$ cat src/rtl/ahb3lite_pkg.sv
// ahb3lite_pkg: AHB3-Lite encodings and controller types shared by the master controller files
package ahb3lite_pkg;
  localparam logic [1:0] HTRANS_IDLE = 2'd0, HTRANS_BUSY = 2'd1, HTRANS_NONSEQ = 2'd2, HTRANS_SEQ = 2'd3;
  localparam logic [2:0] HBURST_SINGLE = 3'd0, HBURST_INCR4 = 3'd3, HBURST_WRAP4 = 3'd2;
  localparam logic [2:0] HSIZE_BYTE = 3'd0, HSIZE_HWORD = 3'd1, HSIZE_WORD = 3'd2;
  localparam logic HRESP_OKAY = 1'b0, HRESP_ERROR = 1'b1;
  typedef enum logic [1:0] {CMD_SINGLE, CMD_INCR4, CMD_WRAP4, CMD_RSVD} cmd_burst_t;
  typedef enum logic [1:0] {S_IDLE, S_ADDR, S_LAST, S_ERR} state_t;
endpackage

$ cat src/rtl/ahb3lite_master_ctrl_if.sv
// ahb3lite_master_ctrl_if: command, response and AHB3-Lite bus signals of the master controller
// master modport: controller side (takes cmd_*, HRDATA/HREADY/HRESP; drives cmd_ready, H* outputs, rsp_*)
// slave modport: command issuer plus bus slave side
interface ahb3lite_master_ctrl_if #(parameter int HADDR_SIZE = 32, parameter int HDATA_SIZE = 32);
  logic                    cmd_valid, cmd_ready, cmd_write;
  logic [HADDR_SIZE-1:0]   cmd_addr;
  logic [2:0]              cmd_size;
  logic [1:0]              cmd_burst;
  logic [4*HDATA_SIZE-1:0] cmd_wdata;
  logic [HADDR_SIZE-1:0]   HADDR;
  logic                    HWRITE, HMASTLOCK, HREADY, HRESP;
  logic [2:0]              HSIZE, HBURST;
  logic [3:0]              HPROT;
  logic [1:0]              HTRANS;
  logic [HDATA_SIZE-1:0]   HWDATA, HRDATA, rsp_rdata;
  logic                    rsp_valid, rsp_err, rsp_last;
  modport master (
    input  cmd_valid, cmd_write, cmd_addr, cmd_size, cmd_burst, cmd_wdata, HRDATA, HREADY, HRESP,
    output cmd_ready, HADDR, HWRITE, HSIZE, HBURST, HPROT, HTRANS, HMASTLOCK, HWDATA,
           rsp_valid, rsp_rdata, rsp_err, rsp_last
  );
  modport slave (
    output cmd_valid, cmd_write, cmd_addr, cmd_size, cmd_burst, cmd_wdata, HRDATA, HREADY, HRESP,
    input  cmd_ready, HADDR, HWRITE, HSIZE, HBURST, HPROT, HTRANS, HMASTLOCK, HWDATA,
           rsp_valid, rsp_rdata, rsp_err, rsp_last
  );
endinterface

$ cat src/rtl/ahb3lite_addr_gen.sv
// ahb3lite_addr_gen: next beat address for INCR4 (linear) and WRAP4 (wrap within 4*size window)
// ports: addr/size/burst of the current beat in, next_addr out (combinational)
module ahb3lite_addr_gen import ahb3lite_pkg::*; #(parameter int HADDR_SIZE = 32) (
  input  logic [HADDR_SIZE-1:0] addr,
  input  logic [2:0]            size,
  input  cmd_burst_t            burst,
  output logic [HADDR_SIZE-1:0] next_addr
);
  logic [HADDR_SIZE-1:0] inc, mask;
  always_comb begin
    inc = HADDR_SIZE'(1) << size;
    mask = (inc << 2) - HADDR_SIZE'(1);
    next_addr = burst == CMD_WRAP4 ? (addr & ~mask) | ((addr + inc) & mask) : addr + inc;
  end
endmodule

$ cat src/rtl/ahb3lite_master_ctrl.sv
// ahb3lite_master_ctrl: turns single-entry commands into AHB3-Lite SINGLE/INCR4/WRAP4 transfers
// ports: HCLK, HRESETn (async active-low), bus (master modport: cmd_*, AHB H* signals, rsp_*)
module ahb3lite_master_ctrl import ahb3lite_pkg::*; #(
  parameter int HADDR_SIZE = 32,
  parameter int HDATA_SIZE = 32
) (
  input logic                   HCLK,
  input logic                   HRESETn,
  ahb3lite_master_ctrl_if.master bus
);
  typedef struct packed {
    state_t                       st;
    logic                         cmd_ready;
    logic [HADDR_SIZE-1:0]        haddr;
    logic                         hwrite;
    logic [2:0]                   hsize, hburst;
    logic [1:0]                   htrans;
    logic [HDATA_SIZE-1:0]        hwdata;
    logic                         rsp_valid;
    logic [HDATA_SIZE-1:0]        rsp_rdata;
    logic                         rsp_err, rsp_last;
    cmd_burst_t                   burst;
    logic [1:0]                   beat;
    logic                         dp_act, dp_last, dp_write;
    logic [3:0][HDATA_SIZE-1:0]   wdata;
  } regs_t;
  regs_t r, n;
  logic [HADDR_SIZE-1:0] next_addr;
  logic [1:0] last_beat;
  cmd_burst_t cburst;
  assign cburst = cmd_burst_t'(bus.cmd_burst);
  assign last_beat = (r.burst == CMD_INCR4 || r.burst == CMD_WRAP4) ? 2'd3 : 2'd0;
  ahb3lite_addr_gen #(.HADDR_SIZE(HADDR_SIZE)) u_addr_gen (
    .addr(r.haddr), .size(r.hsize), .burst(r.burst), .next_addr(next_addr)
  );
  always_ff @(posedge HCLK or negedge HRESETn)
    if (!HRESETn) r <= '0;
    else r <= n;
  always_comb begin
    n = r;
    n.rsp_valid = 1'b0;
    n.rsp_err = 1'b0;
    n.rsp_last = 1'b0;
    n.rsp_rdata = '0;
    case (r.st)
      S_IDLE: if (bus.cmd_valid && r.cmd_ready) begin
        n.st = S_ADDR;
        n.haddr = bus.cmd_addr & ~((HADDR_SIZE'(1) << bus.cmd_size) - HADDR_SIZE'(1));
        n.hwrite = bus.cmd_write;
        n.hsize = bus.cmd_size;
        n.burst = cburst;
        n.hburst = cburst == CMD_INCR4 ? HBURST_INCR4 : cburst == CMD_WRAP4 ? HBURST_WRAP4 : HBURST_SINGLE;
        n.htrans = HTRANS_NONSEQ;
        n.wdata = bus.cmd_wdata;
        n.beat = 2'd0;
        n.dp_act = 1'b0;
      end
      S_ADDR, S_LAST: if (r.dp_act && bus.HRESP == HRESP_ERROR) begin
        // error cancels every remaining beat; a one-cycle ERROR is handled like the two-cycle form
        n.htrans = HTRANS_IDLE;
        n.st = bus.HREADY ? S_IDLE : S_ERR;
        n.dp_act = !bus.HREADY;
        n.rsp_valid = bus.HREADY;
        n.rsp_err = bus.HREADY;
        n.rsp_last = bus.HREADY;
      end else if (bus.HREADY) begin
        n.rsp_valid = r.dp_act;
        n.rsp_last = r.dp_act && r.dp_last;
        n.rsp_rdata = r.dp_act && !r.dp_write ? bus.HRDATA : '0;
        if (r.st == S_LAST) begin
          n.st = S_IDLE;
          n.dp_act = 1'b0;
        end else begin
          n.dp_act = 1'b1;
          n.dp_last = r.beat == last_beat;
          n.dp_write = r.hwrite;
          n.hwdata = r.hwrite ? r.wdata[r.beat] : r.hwdata;
          n.st = r.beat == last_beat ? S_LAST : S_ADDR;
          n.htrans = r.beat == last_beat ? HTRANS_IDLE : HTRANS_SEQ;
          n.haddr = r.beat == last_beat ? r.haddr : next_addr;
          n.beat = r.beat == last_beat ? r.beat : r.beat + 2'd1;
        end
      end
      S_ERR: if (bus.HREADY) begin
        n.st = S_IDLE;
        n.dp_act = 1'b0;
        n.rsp_valid = 1'b1;
        n.rsp_err = 1'b1;
        n.rsp_last = 1'b1;
      end
    endcase
    n.cmd_ready = n.st == S_IDLE;
  end
  assign bus.cmd_ready = r.cmd_ready;
  assign bus.HADDR = r.haddr;
  assign bus.HWRITE = r.hwrite;
  assign bus.HSIZE = r.hsize;
  assign bus.HBURST = r.hburst;
  assign bus.HPROT = 4'b0011;
  assign bus.HTRANS = r.htrans;
  assign bus.HMASTLOCK = 1'b0;
  assign bus.HWDATA = r.hwdata;
  assign bus.rsp_valid = r.rsp_valid;
  assign bus.rsp_rdata = r.rsp_rdata;
  assign bus.rsp_err = r.rsp_err;
  assign bus.rsp_last = r.rsp_last;
endmodule

$ cat src/flat_wrapper.sv
// flat-port wrapper written by rule: the top's interface ports become plain ports
module ahb3lite_master_ctrl_flat import ahb3lite_pkg::*;
#(
  parameter int HADDR_SIZE = 32,
  parameter int HDATA_SIZE = 32
)
  (HCLK, HRESETn, bus_cmd_valid, bus_cmd_write, bus_cmd_addr, bus_cmd_size, bus_cmd_burst, bus_cmd_wdata, bus_HRDATA, bus_HREADY, bus_HRESP, bus_cmd_ready, bus_HADDR, bus_HWRITE, bus_HSIZE, bus_HBURST, bus_HPROT, bus_HTRANS, bus_HMASTLOCK, bus_HWDATA, bus_rsp_valid, bus_rsp_rdata, bus_rsp_err, bus_rsp_last);
  ahb3lite_master_ctrl_if #(.HADDR_SIZE(HADDR_SIZE), .HDATA_SIZE(HDATA_SIZE)) bus_i ();
  input logic HCLK;
  input logic HRESETn;
  input wire logic [$bits(bus_i.cmd_valid)-1:0] bus_cmd_valid;
  input wire logic [$bits(bus_i.cmd_write)-1:0] bus_cmd_write;
  input wire logic [$bits(bus_i.cmd_addr)-1:0] bus_cmd_addr;
  input wire logic [$bits(bus_i.cmd_size)-1:0] bus_cmd_size;
  input wire logic [$bits(bus_i.cmd_burst)-1:0] bus_cmd_burst;
  input wire logic [$bits(bus_i.cmd_wdata)-1:0] bus_cmd_wdata;
  input wire logic [$bits(bus_i.HRDATA)-1:0] bus_HRDATA;
  input wire logic [$bits(bus_i.HREADY)-1:0] bus_HREADY;
  input wire logic [$bits(bus_i.HRESP)-1:0] bus_HRESP;
  output wire logic [$bits(bus_i.cmd_ready)-1:0] bus_cmd_ready;
  output wire logic [$bits(bus_i.HADDR)-1:0] bus_HADDR;
  output wire logic [$bits(bus_i.HWRITE)-1:0] bus_HWRITE;
  output wire logic [$bits(bus_i.HSIZE)-1:0] bus_HSIZE;
  output wire logic [$bits(bus_i.HBURST)-1:0] bus_HBURST;
  output wire logic [$bits(bus_i.HPROT)-1:0] bus_HPROT;
  output wire logic [$bits(bus_i.HTRANS)-1:0] bus_HTRANS;
  output wire logic [$bits(bus_i.HMASTLOCK)-1:0] bus_HMASTLOCK;
  output wire logic [$bits(bus_i.HWDATA)-1:0] bus_HWDATA;
  output wire logic [$bits(bus_i.rsp_valid)-1:0] bus_rsp_valid;
  output wire logic [$bits(bus_i.rsp_rdata)-1:0] bus_rsp_rdata;
  output wire logic [$bits(bus_i.rsp_err)-1:0] bus_rsp_err;
  output wire logic [$bits(bus_i.rsp_last)-1:0] bus_rsp_last;
  assign bus_i.cmd_valid = bus_cmd_valid;
  assign bus_i.cmd_write = bus_cmd_write;
  assign bus_i.cmd_addr = bus_cmd_addr;
  assign bus_i.cmd_size = bus_cmd_size;
  assign bus_i.cmd_burst = bus_cmd_burst;
  assign bus_i.cmd_wdata = bus_cmd_wdata;
  assign bus_i.HRDATA = bus_HRDATA;
  assign bus_i.HREADY = bus_HREADY;
  assign bus_i.HRESP = bus_HRESP;
  assign bus_cmd_ready = bus_i.cmd_ready;
  assign bus_HADDR = bus_i.HADDR;
  assign bus_HWRITE = bus_i.HWRITE;
  assign bus_HSIZE = bus_i.HSIZE;
  assign bus_HBURST = bus_i.HBURST;
  assign bus_HPROT = bus_i.HPROT;
  assign bus_HTRANS = bus_i.HTRANS;
  assign bus_HMASTLOCK = bus_i.HMASTLOCK;
  assign bus_HWDATA = bus_i.HWDATA;
  assign bus_rsp_valid = bus_i.rsp_valid;
  assign bus_rsp_rdata = bus_i.rsp_rdata;
  assign bus_rsp_err = bus_i.rsp_err;
  assign bus_rsp_last = bus_i.rsp_last;
  ahb3lite_master_ctrl #(.HADDR_SIZE(HADDR_SIZE), .HDATA_SIZE(HDATA_SIZE)) u_core (.HCLK(HCLK), .HRESETn(HRESETn), .bus(bus_i));
endmodule
$ cat config.mk
export PLATFORM = sky130hd
export DESIGN_NAME = ahb3lite_master_ctrl_flat
export DESIGN_NICKNAME = d
export VERILOG_FILES = /design/src/rtl/ahb3lite_pkg.sv /design/src/rtl/ahb3lite_master_ctrl_if.sv /design/src/rtl/ahb3lite_addr_gen.sv /design/src/rtl/ahb3lite_master_ctrl.sv /design/src/flat_wrapper.sv
export SDC_FILE = /design/constraint.sdc
export NUM_CORES = 1
export LEC_CHECK = 0
export CAP_MARGIN = 10
export CORE_UTILIZATION = 46
export CTS_CLUSTER_DIAMETER = 50
export DETAILED_ROUTE_END_ITERATION = 7
export PLACE_DENSITY = 0.82
export SYNTH_ARGS = -nofsm -noshare
export SYNTH_HDL_FRONTEND = slang
export SYNTH_SLANG_ARGS = --single-unit
$ cat constraint.sdc
create_clock -name HCLK -period 3.27 [get_ports HCLK]
set_input_delay 0.4905 -clock HCLK [delete_from_list [all_inputs] [get_ports HCLK]]
set_output_delay 0.4905 -clock HCLK [all_outputs]
set_load 0.01 [all_outputs]
==> flow_summary.toml, run 1 <==
[outcome]
status = "finished, violations left"
violations = "design-rule violations, negative hold slack"

[global_route]
grt_max_degree = 105
grt_pass1_wl_um = 48600
antenna_found_initial = 0
track_usage = 0.221
grt_pass1_vias = 9076
grt-ovfl-total = 0

[route]
firstDrtPassIters = 7
vias = 8762
drt_wl_total_um = 30300
drtIter0Drc = 613
ant_nets = 0
route.detailed.drc = 27
wl_per_cell_um = 19.0
routed_via_density = 5.48

[timing]
finalMaxSlewViolations = 0
fin_ws_ps = 230
finClkSkew_ps = 17.8
rsz0062_at_grt = "no"
period_share = 0.930
fin_setup_tns_ps = 0
worst_slew_pin_slew_ps = 872
whs_ps = -23.6
final-hold-violation-count = 6
final-setup-viol-count = 0
period_minus_slack_ps = 3040
max_freq_mhz = 329
slew_headroom = 0.419

[worst_setup_path]
worst_ep_required_time_ps = 3750
cp_max_fo = 12
start_kind = "register"
r2r_cells = 9
timing.rr.start = "u_core.bus.HSIZE[0]"
worstSetupEndpointType = "register"
path_class = "reg -> reg"
worstPathArrival_ps = 3520
rrSetupSlack_ps = 230

[pwr]
p_per_area_nw_per_um2 = 897
p_comb_frac = 0.406
clkPwrFrac = 0.228
p_sw_w = 0.00487
power_leakage_nw = 6.73
internal_power_w = 0.00959
p_sw_frac = 0.337
peakVddDrop_v = 0.000453
seqPwrFrac = 0.366

[clock_tree]
cts_made_buffers = 31
cts.reportedPaths.clkPinSlew_ps = 50
cts_sinks = 245
hold_buffers = 0
cts_max_path_buffers = 3
clk_latency_ps = 550
cts_setup_buffers = 0
cts_tree = "yes"
cts_root_buf = "clkbuf_16"
htree_levels = 1

[synthesis]
synth_top_area_share = 0.497
synth_cell_types = 70
netlist_area_um2 = 12300
synth-seq-cells = 245
synthFlopType = "dfrtp_1"
synthDominantAreaCellType = "dfrtp_1"
yosysMostFrequentCell = "dfrtp_1"
async_flop_share = 1.00
synth-edff-count = 0
ys_warn_count = 0
yosysSeqAreaShare = 0.497
synthCells = 1030
synth.avg_cell_area_um2 = 12.0
synth.top_cells.by_area = "dfrtp_1, mux2_2, buf_4"
synthTopCellsByCount = "dfrtp_1, mux2_2, buf_4"

[floorplanning]
placementRows = 59
io_pins = 317
dieArea_um2 = 27500
core-area_um2 = 26200
die-height_um = 166
die_w_um = 166
initial_core_util = 0.471

[place]
dp.final_hpwl_um = 21700
io_buffers = 310
dpl_worst_slack_ps = 205
place_inst = 1542
place_congestion = 0.860

[layout]
fill_cells = 2043
antenna_cells = 0
layoutNonFillerInstCount = 1599
drive_gt1_frac = 0.229
fin_nets = 1457
area_growth_syn_to_layout_pct = 30.7
fin_util = 0.615

[flow_run]
drv_cap = 0

[worst_hold_path]
worstHoldPathType = "in -> async"
-- layout make-up --
class / instances / area, um^2 / share of cell area
clock inverters: 13 / 126 / 0.00784
flip-flops and latches: 245 / 6130 / 0.380
inverters: 24 / 90.1 / 0.00559
well taps: 335 / 419 / 0.0260
repair buffers: 334 / 3350 / 0.208
clock buffers: 44 / 885 / 0.0549
multi-input cells: 604 / 5120 / 0.318
-- stage by stage --
step                      power (W)  area [um^2]
after detailed placement     0.0112        15100
after CTS                    0.0145        16100
after global routing         0.0153        16100
final                        0.0145        16100
after floorplan             0.00937        12400
after global placement       0.0109        15100
-- worst max path at each step --
stage / cells after the start / startpoint / end
finish: 9 / u_core.bus.HSIZE[0] / register
global route: 9 / u_core.bus.HSIZE[0] / register
CTS: 9 / u_core.bus.HSIZE[0] / register
detailed placement: 9 / u_core.bus.HSIZE[0] / register
global placement: 9 / u_core.bus.HSIZE[0] / register
floorplan: 12 / u_core.bus.HSIZE[2] / register
-- per-layer routing --
layer | up-vias | routed length [um] | global-route usage
met4 | 0 | 924 | 0.0740
met5 | - | 0 | 0
li1 | 4018 | - | -
met1 | 4322 | 11700 | 0.265
met2 | 358 | 14800 | 0.379
met3 | 64 | 2920 | 0.0677
-- kinds of logic after synthesis --
| group | after synthesis | share of synthesized area |
|---|---|---|
| simple gates | 238 | 0.103 |
| flops | 245 | 0.497 |
| fa+ha+maj | 15 | 0.0156 |
| xor+xnor | 5 | 0.00355 |
| mux | 203 | 0.214 |
| other cells | 2 | 0.000609 |
| compound gates | 137 | 0.0749 |
| buf+inv | 185 | 0.0917 |
-- power groups by stage --
| stage | combinational (W) | sequential, W | clock [W] |
|---|---|---|---|
| finish | 0.00587 | 0.00529 | 0.00329 |
| global route | 0.00638 | 0.00546 | 0.00349 |
| CTS | 0.00590 | 0.00528 | 0.00337 |
| detailed placement | 0.00587 | 0.00531 | 0 |
| global placement | 0.00572 | 0.00523 | 0 |
| floorplan | 0.00444 | 0.00493 | 0 |
-- placed cells by master, fill, tap and decap left out, types with 18 or more instances in the layout --
cell               n
dfrtp_1          243
clkbuf_16         31
nor2_1            38
and2_1            36
a21oi_1           26
nor3_1            18
nand3_1           31
inv_1             24
clkdlybuf4s50_1  309
buf_4             19
nand2_1           53
o21ai_0           34
mux4_2            32
mux2_2           166
-- critical path, cell delays in order, from the launching register on --
cell and delay, ps:
dfrtp_1 480, inv_1 170, nor3_2 290, fa_1 300, nand3_1 170, and2_1 270, nor4b_4 440, o21ai_2 220
or4_1 520, nand3_1 100
-- timing repair --
action | 4_1_cts | 5_1_grt
gates resized for setup | 0 | 1
endpoints found under the setup margin | 0 | 4
hold endpoints to repair | 0 | 0
Power figures use the tool's default switching activity.
==> run 2: changes to the inputs <==
- clock period: 3.27 -> 3.1 ns (I/O delays scaled with it)
==> flow_summary.toml, run 2 (synthesized netlist as in run 1, its figures left out) <==
[outcome]
status = "finished, violations left"
violations = "design-rule violations, negative hold slack"

[worst_setup_path]
path_class = "reg -> reg"
worst_ep_required_time_ps = 3540
start_kind = "register"
slowest_stage = "or4_1"
crit_top_cell = "nand3_1"
timing.rr.start = "u_core.bus.HSIZE[1]"
rrSetupSlack_ps = 240
max_stage_delay_ps = 510
crit_chain = "nor3_1 -> ha_1 -> fa_1 -> nand3_1 -> and2_1 -> nor4b_4 -> o21ai_0 -> or4_1 -> nand3_1"
worstSetupEndpointType = "register"
cp_max_fo = 11
r2r_cells = 9
worstPathArrival_ps = 3300
cp-startpoint = "u_core.bus.HSIZE[1]"

[clock_tree]
cts_made_buffers = 35
cts_sinks = 245
clk_latency_ps = 510
cts_root_buf = "clkbuf_16"
cts_max_path_buffers = 3
htree_levels = 2
hold_buffers = 0
cts.reportedPaths.clkPinSlew_ps = 50
cts_tree = "yes"

[timing]
finalMaxSlewViolations = 0
max_freq_mhz = 349
slew_headroom = 0.495
final-setup-viol-count = 0
finClkSkew_ps = 19.6
fin_setup_tns_ps = 0
rsz0062_at_grt = "no"
final-hold-violation-count = 1
period_share = 0.924
fin_ws_ps = 235
worst_slew_pin_slew_ps = 757
period_minus_slack_ps = 2860
whs_ps = -0.762

[worst_hold_path]
worstHoldPathType = "in -> async"

[pwr]
power_leakage_nw = 6.82
peakVddDrop_v = 0.000527
p_per_area_nw_per_um2 = 959

[layout]
fin_util = 0.622
fill_cells = 2029
layoutNonFillerInstCount = 1612
fin_nets = 1469
mostFrequentLayoutCells = "clkdlybuf4s50_1, dfrtp_1, mux2_2"
area_growth_syn_to_layout_pct = 32.1
drive_gt1_frac = 0.239
final_common_cell = "clkdlybuf4s50_1"

[route]
drt_wl_total_um = 30900
ant_nets = 0
routed_via_density = 5.49
wl_per_cell_um = 19.2
firstDrtPassIters = 8
vias = 8850
drtIter0Drc = 698
route.detailed.drc = 27

[floorplanning]
dieArea_um2 = 27500
io_pins = 317
die_w_um = 166
die-height_um = 166
core-area_um2 = 26200
placementRows = 59
initial_core_util = 0.471

[global_route]
grt_pass1_wl_um = 49800
grt_pass1_vias = 9226
grt-ovfl-total = 0
antenna_found_initial = 1
grt_max_degree = 94
track_usage = 0.228

[place]
place_congestion = 0.868
dp.final_hpwl_um = 22300
io_buffers = 310
place_inst = 1549
dpl_worst_slack_ps = 114

[flow_run]
drv_cap = 0
## run 2: worst min-delay path by stage
stage                               startpoint  slack [ps]                    endpoint
final                                  HRESETn        -0.8  asynchronous set/reset pin
after floorplan                        HRESETn         170  asynchronous set/reset pin
after detailed placement  u_core.bus.HBURST[1]         480        u_core.bus.HBURST[1]
after CTS                              HRESETn          20  asynchronous set/reset pin
after global placement    u_core.bus.HTRANS[1]         470        u_core.bus.HTRANS[1]
after global routing                   HRESETn          50  asynchronous set/reset pin
## run 2: power by group
group          switching, W  internal [W]
registers          0.000988       0.00460
logic               0.00277       0.00346
clock network       0.00152       0.00228
## run 2: final cells by class
type,count,area [um^2],share of cell area
antenna,1,2.50,0.000154
clock buffer,42,933,0.0573
clock inverter,19,188,0.0115
inverter,24,90.1,0.00553
multi-input combinational,604,5120,0.314
sequential,245,6130,0.376
tap,335,419,0.0257
timing repair buffer,342,3410,0.209
## run 2: routing by layer
layer  wire length (um)  track usage
met3               2530       0.0615
met1              12300        0.281
met5                  0            0
met4                911       0.0813
met2              15200        0.387
## run 2: per-stage QoR
stage                     area (um^2)  total power, W
after global placement          15200          0.0116
after global routing            16300          0.0166
final                           16300          0.0156
after detailed placement        15200          0.0119
after floorplan                 12400         0.00989
after CTS                       16300          0.0158
## run 2: what timing repair did
action,4_1_cts,5_1_grt
gates resized for setup,0,2
setup endpoints to repair,0,6
buffers inserted,0,1
## run 2: critical path, delay by kind of cell (launching register included)
kind | cells | cell delay, ps
AND/OR/NAND/NOR | 6 | 1600
flip-flops | 1 | 480
AO/OA/AOI/OAI | 1 | 230
adder cells (fa/ha/maj) | 2 | 490
